$ cat src/rtl/data_store_buffer.sv
// Posted-write store buffer between the core data port and a synchronous SRAM.
// Loads own the SRAM port except when a starving buffer forces one drain.
module data_store_buffer #(
    parameter int DEPTH      = 4,
    parameter int STARVE_MAX = 8
) (
    input  logic        clk,
    input  logic        rst,
    input  logic        cpu_en,
    input  logic [3:0]  cpu_wen,
    input  logic [31:0] cpu_addr,
    input  logic [31:0] cpu_wdata,
    output logic [31:0] cpu_rdata,
    output logic        cpu_stall,
    output logic        buf_empty,
    output logic        sram_en,
    output logic [3:0]  sram_wen,
    output logic [31:0] sram_addr,
    output logic [31:0] sram_wdata,
    input  logic [31:0] sram_rdata
);

    localparam int PW = (DEPTH > 1) ? $clog2(DEPTH) : 1;
    localparam int CW = $clog2(DEPTH) + 1;
    localparam int SW = (STARVE_MAX < 1) ? 1 : $clog2(STARVE_MAX + 1);

    logic [29:0]   ent_addr_q [DEPTH];
    logic [3:0]    ent_wen_q  [DEPTH];
    logic [31:0]   ent_data_q [DEPTH];

    logic [PW-1:0] head_q, head_d;
    logic [PW-1:0] tail_q, tail_d;
    logic [CW-1:0] count_q, count_d;
    logic [SW-1:0] starve_q, starve_d;
    logic          load_pending_q, load_pending_d;
    logic [3:0]    fwd_mask_q, fwd_mask_d;
    logic [31:0]   fwd_data_q, fwd_data_d;

    logic          is_store, is_load, full, non_empty;
    logic          forced, load_acc, store_acc, drain;
    logic [PW-1:0] fwd_idx;

    assign is_store  = cpu_en && (cpu_wen != 4'b0000);
    assign is_load   = cpu_en && (cpu_wen == 4'b0000);
    assign full      = (count_q == CW'(DEPTH));
    assign non_empty = (count_q != '0);
    assign buf_empty = !non_empty;

    // A starved buffer steals exactly one load cycle; the load retries next cycle.
    assign forced    = is_load && non_empty && (starve_q == SW'(STARVE_MAX));
    assign load_acc  = is_load && !forced;
    assign store_acc = is_store && !full;
    assign drain     = non_empty && !load_acc;
    assign cpu_stall = (is_store && full) || forced;

    always_comb begin
        sram_en    = 1'b0;
        sram_wen   = 4'b0000;
        sram_addr  = 32'h0;
        sram_wdata = 32'h0;
        if (load_acc) begin
            sram_en   = 1'b1;
            sram_addr = {cpu_addr[31:2], 2'b00};
        end else if (drain) begin
            sram_en    = 1'b1;
            sram_wen   = ent_wen_q[head_q];
            sram_addr  = {ent_addr_q[head_q], 2'b00};
            sram_wdata = ent_data_q[head_q];
        end
    end

    // Walk oldest to youngest so younger entries overwrite older lanes.
    // The head entry is still included when it drains this same cycle.
    always_comb begin
        fwd_mask_d = 4'b0000;
        fwd_data_d = 32'h0;
        fwd_idx    = head_q;
        for (int k = 0; k < DEPTH; k++) begin
            fwd_idx = head_q + PW'(k);
            if ((CW'(k) < count_q) && (ent_addr_q[fwd_idx] == cpu_addr[31:2])) begin
                for (int b = 0; b < 4; b++) begin
                    if (ent_wen_q[fwd_idx][b]) begin
                        fwd_mask_d[b]          = 1'b1;
                        fwd_data_d[8*b +: 8]   = ent_data_q[fwd_idx][8*b +: 8];
                    end
                end
            end
        end
    end

    always_comb begin
        head_d         = head_q;
        tail_d         = tail_q;
        count_d        = count_q;
        starve_d       = starve_q;
        load_pending_d = load_acc;
        if (store_acc) begin
            tail_d = tail_q + PW'(1);
        end
        if (drain) begin
            head_d = head_q + PW'(1);
        end
        if (store_acc && !drain) begin
            count_d = count_q + CW'(1);
        end else if (drain && !store_acc) begin
            count_d = count_q - CW'(1);
        end
        if (drain || !non_empty) begin
            starve_d = '0;
        end else if (load_acc) begin
            starve_d = starve_q + SW'(1);
        end
    end

    always_ff @(posedge clk or posedge rst) begin
        if (rst) begin
            head_q         <= '0;
            tail_q         <= '0;
            count_q        <= '0;
            starve_q       <= '0;
            load_pending_q <= 1'b0;
            fwd_mask_q     <= 4'b0000;
            fwd_data_q     <= 32'h0;
        end else begin
            head_q         <= head_d;
            tail_q         <= tail_d;
            count_q        <= count_d;
            starve_q       <= starve_d;
            load_pending_q <= load_pending_d;
            if (load_acc) begin
                fwd_mask_q <= fwd_mask_d;
                fwd_data_q <= fwd_data_d;
            end
        end
    end

    // Entry storage needs no reset; validity comes from head/count.
    always_ff @(posedge clk) begin
        if (store_acc) begin
            ent_addr_q[tail_q] <= cpu_addr[31:2];
            ent_wen_q[tail_q]  <= cpu_wen;
            ent_data_q[tail_q] <= cpu_wdata;
        end
    end

    always_comb begin
        cpu_rdata = 32'h0;
        if (load_pending_q) begin
            for (int b = 0; b < 4; b++) begin
                cpu_rdata[8*b +: 8] = fwd_mask_q[b] ? fwd_data_q[8*b +: 8]
                                                    : sram_rdata[8*b +: 8];
            end
        end
    end

endmodule

$ cat config.mk
export PLATFORM = sky130hd
export DESIGN_NAME = data_store_buffer
export DESIGN_NICKNAME = d
export VERILOG_FILES = /design/src/rtl/data_store_buffer.sv
export SDC_FILE = /design/constraint.sdc
export NUM_CORES = 1
export LEC_CHECK = 0
export BUFFER_PORTS_ARGS = -buffer_cell sky130_fd_sc_hd__clkbuf_2
export CORE_AREA = 2 2 195 197
export DETAILED_ROUTE_END_ITERATION = 7
export DIE_AREA = 0 0 197 199
export PLACE_DENSITY_LB_ADDON = 0.05
export SETUP_SLACK_MARGIN = 0.4
export SYNTH_ARGS = -nofsm -noshare
export SYNTH_HDL_FRONTEND = slang
export SYNTH_SLANG_ARGS = --single-unit
$ cat constraint.sdc
create_clock -name clk -period 6 [get_ports clk]
set_input_delay 1.8 -clock clk [delete_from_list [all_inputs] [get_ports clk]]
set_output_delay 1.8 -clock clk [all_outputs]
set_load 0.01 [all_outputs]
==> impl_metrics.json <==
{
  "outcome": "completed",
  "worst_pin_slew_ps": 1160,
  "yosysWarnings": 0,
  "port_buffers": 201,
  "synthMuxAreaShare": 0.209,
  "start_util": 0.564,
  "fmax_ghz": 0.188,
  "cellLeakagePower_nw": 8.76,
  "fin_crit_sh": 0.886,
  "yosysUniqueCellTypes": 88,
  "cp-end-kind": "primary output",
  "layout-drive-gt1-share": 0.220,
  "fp.dieH_um": 199,
  "rows": 71,
  "clkTransAtPathRegs_ps": 50,
  "cts_made_buffers": 36,
  "power.total_mw": 11.4,
  "post_dp_cell_area_mm2": 0.0222,
  "clock_latency_ps": 570,
  "cp.required_ps": 4200,
  "synthSimpleGateAreaFrac": 0.144,
  "antenna_found_initial": 1,
  "path_cells": "clkbuf_2 > nor4_2 > o211ai_1 > inv_2 > buf_12 > a31oi_1 > a21oi_1 > clkbuf_2",
  "critPathLaunchType": "primary input",
  "nFillCells": 3033,
  "cpMostUsedCell": "clkbuf_2",
  "ant_nets": 0,
  "arrival_ps": 3520,
  "slew_headroom": 0.229,
  "synth_top_family_by_area": "multiplexers",
  "synth.avg_cell_area_um2": 10.6,
  "async_reset_ff_frac": 0.154,
  "cts.sinks": 312,
  "drt-wirelength-per-cell_um": 25.9,
  "grt_pass1_vias": 16031,
  "crit_slowest_cell": "nor4_2",
  "syn_inst": 1975,
  "setup_viol": 0,
  "synth-adder-area-share": 0.00657,
  "critPathTopFamily": "buffers and inverters",
  "grt_util_all_layers": 0.342,
  "fin_skew_ps": 28.2,
  "wirelength_um": 67300,
  "ys_seq_area_frac": 0.436,
  "finalHoldViolCount": 0,
  "fin_nets": 2212,
  "peakVddDrop_mv": 0.406,
  "final_area_mm2": 0.0233,
  "grt_pass1_wl_um": 99700,
  "die_w_um": 197,
  "yosys_most_used_dff": "edfxtp_1",
  "synth_xor_area_frac": 0.0389,
  "cts_buffer_depth": 3,
  "holdBufCountCts": 0,
  "hold_class": "reg -> reg",
  "cp_num_buf_inv": 4,
  "yosys_register_bits": 312,
  "via_count": 17218,
  "areaGrowthSynthToFinish_pct": 11.2,
  "dr.pass1.iters": 8,
  "synth-edff-count": 264,
  "period_minus_slack_ps": 5320,
  "max-cap-violations": 0,
  "slew_violations": 0,
  "cp_max_fo": 19,
  "syn_area_mm2": 0.0210,
  "cpPeakStageDelay_ps": 450,
  "multi_input_area_mm2": 0.0109,
  "die_area_mm2": 0.0392,
  "setup_tns_ps": 0,
  "clockRootBuffer": "clkbuf_16",
  "drc": 0,
  "hpwl_um": 46300,
  "power_density_mw_per_mm2": 488,
  "grt_max_degree": 173,
  "cts_tree": "yes",
  "io_pins": 206,
  "regArea_mm2": 0.00914,
  "drtIter0Drc": 2072,
  "whs_ps": 537,
  "rsz0062_at_grt": "no",
  "cts.htree.levels": 2,
  "coreArea_mm2": 0.0371,
  "critPathKind": "in -> out",
  "grt-ovfl-total": 0,
  "gp_congestion": 1.00,
  "synth_compound_area_frac": 0.118,
  "via_per_inst": 6.63
}
-- area by class of cell --
class                           instances  share of cell area
Multi-Input combinational cell       1473               0.466
Sequential cell                       312               0.392
Timing Repair Buffer                  253              0.0653
Clock buffer                           49              0.0425
Tap cell                              474              0.0254
Clock inverter                         14             0.00435
Inverter                               22             0.00381
Antenna cell                            1            0.000107
-- cells by family after synthesis --
kind of cell	count (synthesis)
AO/OA/AOI/OAI	352
XOR/XNOR	93
adder cells (fa/ha/maj)	11
buffers and inverters	191
flip-flops	312
multiplexers	384
other	1
AND/OR/NAND/NOR	631
-- state kept, by name (all words and copies together), names as in the netlist --
register	count
load_pending_q	1
ent_data_q	128
head_q	2
ent_wen_q	16
fwd_data_q	32
fwd_mask_q	4
tail_q	2
ent_addr_q	120
starve_q	4
count_q	3
-- routing by layer --
| layer | track usage | vias up | wire length (um) |
|---|---|---|---|
| met1 | 0.498 | 8462 | 28900 |
| met3 | 0.0715 | 105 | 6740 |
| met2 | 0.513 | 893 | 30000 |
| li1 | - | 7758 | - |
| met4 | 0.107 | 0 | 1670 |
| met5 | 0 | - | 0 |
-- repair_timing --
item	in CTS	in global routing
setup endpoints to repair	0	44
endpoints found under the hold margin	0	0
buffers inserted	0	1
resized for setup	0	2
-- final timing paths --
path | slack, ps | from | endpoint | cells past startpoint
max | 680 | cpu_wen[1] | sram_addr[22] | 8
max reg2reg | 1370 | head_q[1] | fwd_data_q[19] | 9
min in group asynchronous | 1440 | rst | fwd_data_q[4] | 3
min | 540 | fwd_data_q[15] | fwd_data_q[15] | 2
min reg2reg | 540 | fwd_data_q[15] | fwd_data_q[15] | 2
max in group asynchronous | 3960 | rst | head_q[1] | 3
-- synthesized netlist by cell type (40+ instances only) --
master	instances	area share
nand2_1	135	0.024
o211ai_1	40	0.014
nor4_1	66	0.020
clkbuf_1	82	0.015
nor3_1	43	0.010
mux2i_1	257	0.12
xnor2_1	72	0.030
dfrtp_1	48	0.057
edfxtp_1	264	0.38
a21oi_1	75	0.018
mux2_2	88	0.047
nor2_1	242	0.043
o21ai_0	51	0.012
-- power breakdown --
| part | switching [mW] | leakage [nW] | internal, mW |
|---|---|---|---|
| sequential | 0.355 | 3.06 | 2.77 |
| clock | 0.884 | 0.535 | 1.20 |
| combinational | 3.80 | 5.16 | 2.36 |
| total | 5.04 | 8.76 | 6.33 |
-- worst register-to-register path, delay by kind of cell (launching register included) --
| kind | cells | cell delay, ps |
|---|---|---|
| simple gates | 3 | 1400 |
| flops | 1 | 1020 |
| mux | 1 | 320 |
| buf+inv | 1 | 330 |
| compound gates | 3 | 1000 |
| xor+xnor | 1 | 500 |
-- cells in the final DEF (no fill, tap or decap), types with 36 or more instances in the layout --
| master | netlist | final |
|---|---|---|
| nand2_1 | 135 | 134 |
| nor4_1 | 66 | 65 |
| edfxtp_1 | 264 | 264 |
| o211ai_1 | 40 | 40 |
| dfrtp_1 | 48 | 46 |
| o21ai_0 | 51 | 51 |
| mux2i_1 | 257 | 257 |
| a21oi_1 | 75 | 75 |
| clkbuf_16 | 0 | 36 |
| nor2_1 | 242 | 242 |
| buf_4 | 14 | 42 |
| mux2_2 | 88 | 88 |
| xnor2_1 | 72 | 72 |
| nor3_1 | 43 | 43 |
| clkbuf_2 | 0 | 201 |
-- per-stage QoR --
| stage | cells | utilization | setup WS, ps |
|---|---|---|---|
| floorplan | 1976 | - | 461 |
| global placement | 2533 | 0.598 | 538 |
| detailed placement | 2533 | 0.598 | 466 |
| CTS | 2596 | 0.627 | 466 |
| global route | 2597 | 0.628 | 596 |
| finish | 2598 | 0.628 | 682 |
No activity file was read; power rests on OpenSTA's default activity.
